===== config.mk =====
export PLATFORM = sky130hd
export DESIGN_NAME = uart_tx_fifo_engine
export DESIGN_NICKNAME = d
export VERILOG_FILES = /design/src/rtl/uart_tx_fifo_engine.sv
export SDC_FILE = /design/constraint.sdc
export NUM_CORES = 1
export LEC_CHECK = 0
export CORE_MARGIN = 4
export CORE_UTILIZATION = 47
export DETAILED_ROUTE_END_ITERATION = 8
export HOLD_SLACK_MARGIN = 0.06
export MAX_ROUTING_LAYER = met4
export PLACE_DENSITY = 0.75
export SLEW_MARGIN = 20
export SYNTH_ARGS = -nofsm -noshare
export SYNTH_HDL_FRONTEND = slang
export SYNTH_SLANG_ARGS = --single-unit

===== constraint.sdc =====
create_clock -name clk -period 6.69 [get_ports clk]
set_clock_uncertainty 0.1 [all_clocks]
set_input_delay 1.338 -clock clk [delete_from_list [all_inputs] [get_ports clk]]
set_output_delay 1.338 -clock clk [all_outputs]
set_load 0.05 [all_outputs]

===== src/rtl/uart_tx_fifo_engine.sv =====
// Serial transmit engine with a write FIFO. Queued bytes are sent LSB-first as async frames.
// The frame format and bit time are captured from the inputs when each byte is loaded.
module uart_tx_fifo_engine #(
   parameter int FIFO_DEPTH = 4,
   parameter int K_W        = 19,
   parameter int CNT_W      = 3
) (
   input  logic             clk,
   input  logic             rst,
   input  logic             wr_en,
   input  logic [7:0]       wr_data,
   input  logic [1:0]       word_len,
   input  logic             pen,
   input  logic             odd,
   input  logic             two_stop,
   input  logic [K_W-1:0]   baud_k,
   output logic             tx,
   output logic             tx_rdy,
   output logic             busy,
   output logic [CNT_W-1:0] fifo_count,
   output logic             tx_done,
   output logic             overflow
);

   localparam int PTR_W = (FIFO_DEPTH > 1) ? $clog2(FIFO_DEPTH) : 1;

   typedef enum logic [2:0] {
      S_IDLE   = 3'd0,
      S_START  = 3'd1,
      S_DATA   = 3'd2,
      S_PARITY = 3'd3,
      S_STOP   = 3'd4
   } state_e;

   function automatic logic frame_parity(input logic [7:0] data, input logic [1:0] wl,
                                         input logic odd_sel);
      logic [7:0] mask;
      case (wl)
         2'b00:   mask = 8'h1F;
         2'b01:   mask = 8'h3F;
         2'b10:   mask = 8'h7F;
         default: mask = 8'hFF;
      endcase
      return (^(data & mask)) ^ odd_sel;
   endfunction

   // A divisor of 0 behaves like 1 so a bit never takes zero clocks.
   function automatic logic [K_W-1:0] bit_clocks(input logic [K_W-1:0] k);
      logic [K_W-1:0] r;
      if (k == {K_W{1'b0}}) begin
         r = {{(K_W-1){1'b0}}, 1'b1};
      end else begin
         r = k;
      end
      return r;
   endfunction

   logic [7:0]       mem_q [FIFO_DEPTH];
   logic [PTR_W-1:0] wr_ptr_q, rd_ptr_q;
   logic [CNT_W-1:0] count_q, count_d;
   logic             overflow_q;
   logic             empty_s, full_s, push_s, pop_s;

   state_e           state_q, state_d;
   logic [K_W-1:0]   cnt_q, cnt_d, k_q, k_d, k_eff_s, k_eff_d;
   logic [2:0]       bit_q, bit_d;
   logic             stop_q, stop_d;
   logic [7:0]       data_q, data_d;
   logic [1:0]       wl_q, wl_d;
   logic             pen_q, pen_d, odd_q, odd_d, two_q, two_d;
   logic             tx_q, tx_d, busy_q, busy_d, done_q, done_d;
   logic             bit_end_s, frame_end_s;

   assign empty_s    = (count_q == {CNT_W{1'b0}});
   assign full_s     = (count_q == CNT_W'(FIFO_DEPTH));
   assign push_s     = wr_en && (!full_s || pop_s);
   assign tx_rdy     = (count_q < CNT_W'(FIFO_DEPTH));
   assign fifo_count = count_q;
   assign overflow   = overflow_q;
   assign tx         = tx_q;
   assign busy       = busy_q;
   assign tx_done    = done_q;

   // FIFO occupancy bookkeeping.
   always_comb begin
      count_d = count_q;
      case ({push_s, pop_s})
         2'b10:   count_d = count_q + {{(CNT_W-1){1'b0}}, 1'b1};
         2'b01:   count_d = count_q - {{(CNT_W-1){1'b0}}, 1'b1};
         default: count_d = count_q;
      endcase
   end

   // FIFO storage, pointers and the dropped-write pulse.
   always_ff @(posedge clk or posedge rst) begin
      if (rst) begin
         for (int i = 0; i < FIFO_DEPTH; i++) mem_q[i] <= 8'h00;
         wr_ptr_q   <= {PTR_W{1'b0}};
         rd_ptr_q   <= {PTR_W{1'b0}};
         count_q    <= {CNT_W{1'b0}};
         overflow_q <= 1'b0;
      end else begin
         if (push_s) begin
            mem_q[wr_ptr_q] <= wr_data;
            wr_ptr_q        <= wr_ptr_q + {{(PTR_W-1){1'b0}}, 1'b1};
         end
         if (pop_s) begin
            rd_ptr_q <= rd_ptr_q + {{(PTR_W-1){1'b0}}, 1'b1};
         end
         count_q    <= count_d;
         overflow_q <= wr_en && !push_s;
      end
   end

   assign k_eff_s     = bit_clocks(k_q);
   assign bit_end_s   = (cnt_q == k_eff_s - {{(K_W-1){1'b0}}, 1'b1});
   assign frame_end_s = (state_q == S_STOP) && bit_end_s && (stop_q == two_q);
   assign pop_s       = !empty_s && ((state_q == S_IDLE) || frame_end_s);

   // Frame sequencing; outputs are derived from the next state so they register in step with it.
   always_comb begin
      state_d = state_q;
      cnt_d   = bit_end_s ? {K_W{1'b0}} : cnt_q + {{(K_W-1){1'b0}}, 1'b1};
      bit_d   = bit_q;
      stop_d  = stop_q;
      data_d  = data_q;
      wl_d    = wl_q;
      pen_d   = pen_q;
      odd_d   = odd_q;
      two_d   = two_q;
      k_d     = k_q;
      case (state_q)
         S_IDLE: begin
            cnt_d   = {K_W{1'b0}};
            state_d = empty_s ? S_IDLE : S_START;
         end
         S_START: begin
            if (bit_end_s) begin
               state_d = S_DATA;
               bit_d   = 3'd0;
            end else begin
               state_d = S_START;
            end
         end
         S_DATA: begin
            if (bit_end_s && (bit_q == ({1'b0, wl_q} + 3'd4))) begin
               state_d = pen_q ? S_PARITY : S_STOP;
               stop_d  = 1'b0;
            end else if (bit_end_s) begin
               bit_d = bit_q + 3'd1;
            end else begin
               state_d = S_DATA;
            end
         end
         S_PARITY: begin
            if (bit_end_s) begin
               state_d = S_STOP;
               stop_d  = 1'b0;
            end else begin
               state_d = S_PARITY;
            end
         end
         S_STOP: begin
            if (frame_end_s) begin
               state_d = empty_s ? S_IDLE : S_START;
            end else if (bit_end_s) begin
               stop_d = 1'b1;
            end else begin
               state_d = S_STOP;
            end
         end
         default: state_d = S_IDLE;
      endcase
      if (pop_s) begin
         data_d = mem_q[rd_ptr_q];
         wl_d   = word_len;
         pen_d  = pen;
         odd_d  = odd;
         two_d  = two_stop;
         k_d    = baud_k;
         cnt_d  = {K_W{1'b0}};
      end else begin
         data_d = data_d;
      end

      k_eff_d = bit_clocks(k_d);
      case (state_d)
         S_START:  tx_d = 1'b0;
         S_DATA:   tx_d = data_d[bit_d];
         S_PARITY: tx_d = frame_parity(data_d, wl_d, odd_d);
         default:  tx_d = 1'b1;
      endcase
      busy_d = (state_d != S_IDLE);
      done_d = (state_d == S_STOP) && (stop_d == two_d) &&
               (cnt_d == k_eff_d - {{(K_W-1){1'b0}}, 1'b1});
   end

   // Frame state, latched configuration and registered line outputs.
   always_ff @(posedge clk or posedge rst) begin
      if (rst) begin
         state_q <= S_IDLE;
         cnt_q   <= {K_W{1'b0}};
         bit_q   <= 3'd0;
         stop_q  <= 1'b0;
         data_q  <= 8'h00;
         wl_q    <= 2'b00;
         pen_q   <= 1'b0;
         odd_q   <= 1'b0;
         two_q   <= 1'b0;
         k_q     <= {K_W{1'b0}};
         tx_q    <= 1'b1;
         busy_q  <= 1'b0;
         done_q  <= 1'b0;
      end else begin
         state_q <= state_d;
         cnt_q   <= cnt_d;
         bit_q   <= bit_d;
         stop_q  <= stop_d;
         data_q  <= data_d;
         wl_q    <= wl_d;
         pen_q   <= pen_d;
         odd_q   <= odd_d;
         two_q   <= two_d;
         k_q     <= k_d;
         tx_q    <= tx_d;
         busy_q  <= busy_d;
         done_q  <= done_d;
      end
   end

endmodule


==> results_tabular.tex <==
\begin{tabular}{lr}
\hline
Metric & Value \\
\hline
\multicolumn{2}{l}{\textbf{STA}} \\
Setup TNS Final & 0 ps \\
Final-layout worst hold slack & 390 ps \\
Setup repair after global routing missed its margin & false \\
Final Worst Setup Slack & 656 ps \\
Min cycle time layout & 6030 ps \\
Final Hold Violating Endpoints & 0 \\
Worst slew margin relative to its limit & 42.0\% \\
Max Clock Freq & 0.166 GHz \\
Final number of max-transition violations & 0 \\
Final count of negative-setup-slack endpoints & 0 \\
Period utilization & 90.2\% \\
Measured slew at the worst slew-check pin & 871 ps \\
\multicolumn{2}{l}{\textbf{Synthesis}} \\
Number of storage elements in the synthesis netlist & 101 \\
Share of synthesized flip-flops with an asynchronous set or reset & 100\% \\
Count of flip-flops with a built-in enable after synthesis & 0 \\
Synthesized instance count & 750 \\
Synthesized area divided by synthesized cell count & 9.22 um\^{}2 \\
Syn Std Cell Area & 0.00691 mm\^{}2 \\
Predominant post-synthesis flop cell & sky130\_fd\_sc\_hd\_\_dfrtp\_1 \\
Distinct cell type count of the synthesized netlist & 77 \\
Number of warning messages in the yosys log & 0 \\
Sequential-to-total area share from yosys stat & 36.6\% \\
Post-synth net total & 796 \\
\multicolumn{2}{l}{\textbf{Die}} \\
Total number of placement rows & 44 \\
Starting density of the core & 47.8\% \\
Die Y-Extent & 129 um \\
Die width & 129 um \\
Die outline area & 0.0167 mm\^{}2 \\
Ports placed on the boundary & 43 \\
Core area & 0.0145 mm\^{}2 \\
\multicolumn{2}{l}{\textbf{Worst setup path}} \\
Number of buffer and inverter instances along the worst setup path & 3 \\
Required time at the endpoint of the critical path & 6900 ps \\
Crit path launch type & flop \\
Minimum setup slack among reg-to-reg paths & 660 ps \\
Reg2reg end & tx\_done\$\_DFF\_PP0\_ \\
Worst-path maximum fanout & 11 \\
Worst R2R Start & k\_q[9]\$\_DFF\_PP0\_ \\
Slowest library cell on the worst path & sky130\_fd\_sc\_hd\_\_dfrtp\_1 \\
Kind of end point of the critical path & flop \\
R2R depth & 21 \\
WP data arrival & 6240 ps \\
Critical path start-end classification & flop to flop \\
Worst path top cell family by delay & simple AND/OR/NAND/NOR gates \\
Max stage delay on crit path & 600 ps \\
Crit path cell chain & nor3\_1 -> buf\_4 -> and4b\_1 -> a21o\_1 -> inv\_1 -> ha\_1 -> nor3b\_1 -> nand4\_1 -> o21ai\_0 -> nand3\_1 -> nor4\_2 -> and4\_1 -> nor2\_2 -> o21ai\_0 -> inv\_1 -> ha\_1 -> o21a\_1 -> a21boi\_0 -> o21a\_1 -> a2111oi\_0 -> and4\_1 \\
\multicolumn{2}{l}{\textbf{Drt}} \\
DRC viols & 0 \\
Via count & 5,923 \\
Remaining antenna violation count after routing & 0 \\
DRT Pass-1 Iters & 6 \\
Drt wl/cell & 19.6 um \\
Via-per-instance ratio & 6.14 \\
Drt first-iter violations & 506 \\
Detailed Route WL & 18.9 mm \\
\multicolumn{2}{l}{\textbf{Clock network}} \\
CTS tree & yes \\
\# clock sinks & 101 \\
Later-pin clock latency in the skew report & 370 ps \\
CTS resizes & 0 \\
Number of buffers created by CTS & 9 \\
Cts hold-fix bufs & 0 \\
Clock root buffer & sky130\_fd\_sc\_hd\_\_clkbuf\_16 \\
Buffers inserted during post-CTS setup optimization & 0 \\
Clock slew at the register clock pins of the worst setup and hold paths & 80 ps \\
Number of levels the H-tree was split into & 3 \\
CTS Buffer Depth & 2 \\
\multicolumn{2}{l}{\textbf{Power}} \\
Peak ir drop on the vdd network & 0.294 mV \\
Power Density & 395 mW/mm\^{}2 \\
Pleak & 3.22 nW \\
\multicolumn{2}{l}{\textbf{Min path}} \\
Hold wc startpoint & odd\_q\$\_DFF\_PP0\_ \\
Cell depth of the worst hold path & 2 \\
Min-delay worst type & flop to flop \\
Worst Hold Path EP & odd\_q\$\_DFF\_PP0\_ \\
\multicolumn{2}{l}{\textbf{Flow run}} \\
\# Max-Cap Violations & 0 \\
\multicolumn{2}{l}{\textbf{Cells and area}} \\
Diode count & 0 \\
Final Net Count & 821 \\
Proportion of layout cells with a drive suffix above 1 & 13.1\% \\
Synth-to-Final Area Change & 12.8\% \\
\multicolumn{2}{l}{\textbf{Global routing}} \\
Gr ovfl total & 0 \\
Maximum number of pins on one net before global-route repair & 72 \\
Via count of the first global-routing pass & 5,581 \\
Wire length of the first global-routing pass & 30.7 mm \\
Global routing usage summed across all routing layers & 24.4\% \\
Initial antenna violation count & 0 \\
\multicolumn{2}{l}{\textbf{Placed design}} \\
Pre-CTS setup slack & 867 ps \\
Final weighted congestion in routability-driven placement & 0.990 \\
Port Buffers & 42 \\
DP Wirelength & 14.1 mm \\
\multicolumn{2}{l}{\textbf{Status}} \\
Status & complete, no violations \\
\hline
\end{tabular}
## stage by stage
step	instances	power, mW	util (%)	cell area, um^2
floorplan	750	2.13	-	6910
global placement	948	2.48	51.6	7480
detailed placement	948	2.51	51.6	7480
CTS	964	3.06	53.8	7800
global route	964	3.28	53.8	7800
finish	964	3.08	53.8	7800
## layout make-up
type                            instances  area, um^2
Clock buffer                            9         225
Clock inverter                          7        93.8
Fill cell                            1293        6680
Inverter                               25        96.3
Multi-Input combinational cell        584        4110
Sequential cell                       101        2530
Tap cell                              184         230
Timing Repair Buffer                   54         510
## metal layers
metal | part of all wire [%] | routed length, um | vias up | track usage [%]
met1 | 45 | 8470 | 2866 | 34.6
met2 | 44 | 8360 | 256 | 35.1
met5 | 0 | 0 | - | -
met3 | 8.0 | 1520 | 39 | 4.58
met4 | 2.7 | 510 | 0 | 8.65
li1 | - | - | 2762 | -
## worst max-delay path by stage
stage                           startpoint                 to  slack (ps)  cells after the start
final                     k_q[9]$_DFF_PP0_  tx_done$_DFF_PP0_         660                     21
after global routing      k_q[9]$_DFF_PP0_  tx_done$_DFF_PP0_         230                     21
after CTS                 k_q[9]$_DFF_PP0_  tx_done$_DFF_PP0_         850                     24
after detailed placement         baud_k[7]  tx_done$_DFF_PP0_         870                     18
after global placement           baud_k[7]  tx_done$_DFF_PP0_        1020                     15
after floorplan           k_q[4]$_DFF_PP0_  tx_done$_DFF_PP0_         950                     30
## where the power goes
group,switching (mW),internal (mW)
logic,0.738,0.671
clock network,0.281,0.270
registers,0.281,0.834
total,1.30,1.77
## registers in the layout (all words and copies together), names as in the netlist
name and flops:
tx 1, rd_ptr_q 2, data_q 8, overflow 1, state_q 3, k_q 19
wr_ptr_q 2, busy 1, stop_q 1, fifo_count 3, wl_q 2, tx_done 1
pen_q 1, two_q 1, cnt_q 19, odd_q 1, bit_q 3, mem_q 32
## synthesized netlist by cell type, types with 8 or more instances
master | n | share of area (%)
sky130_fd_sc_hd__mux2i_1 | 11 | 1.6
sky130_fd_sc_hd__nor2_1 | 60 | 3.3
sky130_fd_sc_hd__nand2b_1 | 13 | 1.2
sky130_fd_sc_hd__or3_1 | 18 | 1.6
sky130_fd_sc_hd__inv_1 | 24 | 1.3
sky130_fd_sc_hd__mux2_2 | 45 | 7.3
sky130_fd_sc_hd__nor4_1 | 11 | 1.0
sky130_fd_sc_hd__nand4_1 | 8 | 0.72
sky130_fd_sc_hd__a21oi_1 | 19 | 1.4
sky130_fd_sc_hd__ha_1 | 10 | 1.8
sky130_fd_sc_hd__xnor2_1 | 38 | 4.8
sky130_fd_sc_hd__and3_1 | 10 | 0.90
sky130_fd_sc_hd__mux4_2 | 8 | 2.6
sky130_fd_sc_hd__nand3_1 | 27 | 2.0
sky130_fd_sc_hd__o21ai_0 | 30 | 2.2
sky130_fd_sc_hd__nor3_1 | 27 | 2.0
sky130_fd_sc_hd__clkbuf_1 | 26 | 1.4
sky130_fd_sc_hd__xor2_1 | 30 | 3.8
sky130_fd_sc_hd__nand2_1 | 79 | 4.3
sky130_fd_sc_hd__dfrtp_1 | 100 | 36
## cells by family (layout without fill, tap and decap cells)
| kind of cell | after synthesis | count (layout) | share of synthesized area [%] |
|---|---|---|---|
| AO/OA/AOI/OAI | 133 | 133 | 13.3 |
| multiplexers | 65 | 65 | 11.7 |
| AND/OR/NAND/NOR | 305 | 305 | 23.1 |
| adder cells (fa/ha/maj) | 11 | 11 | 2.10 |
| flip-flops | 101 | 101 | 36.6 |
| XOR/XNOR | 70 | 70 | 9.28 |
| buffers and inverters | 65 | 95 | 3.96 |
## cell usage in the layout (no fill, tap or decap), drive strengths merged, types with 5 or more instances in the layout
master / Yosys / layout
a21o: 7 / 7
a221oi: 5 / 5
or3: 19 / 19
and2: 5 / 5
and3: 10 / 10
a211oi: 5 / 5
o21a: 7 / 7
nand3b: 5 / 5
buf: 14 / 12
mux2: 46 / 46
mux4: 8 / 8
xnor2: 38 / 38
clkdlybuf4s50: 0 / 42
nand2b: 13 / 13
o21ai: 33 / 33
nand2: 79 / 79
o211ai: 5 / 5
xor2: 30 / 30
and4: 5 / 5
clkbuf: 26 / 9
nor3: 28 / 28
nand3: 27 / 27
mux2i: 11 / 11
clkinv: 0 / 5
a31oi: 7 / 7
inv: 25 / 27
nor4: 13 / 13
a21boi: 7 / 7
or4: 7 / 7
ha: 10 / 10
or2: 5 / 5
nand4: 8 / 8
a21oi: 19 / 19
dfrtp: 100 / 100
nor2b: 7 / 7
nor2: 62 / 62
## tightest hold or removal path: stages (launching register included)
cell,delay (ps)
sky130_fd_sc_hd__dfrtp_1,360
sky130_fd_sc_hd__nand2_1,50
sky130_fd_sc_hd__nand2_1,50
Note: power is estimated with default switching activity, not from simulation.
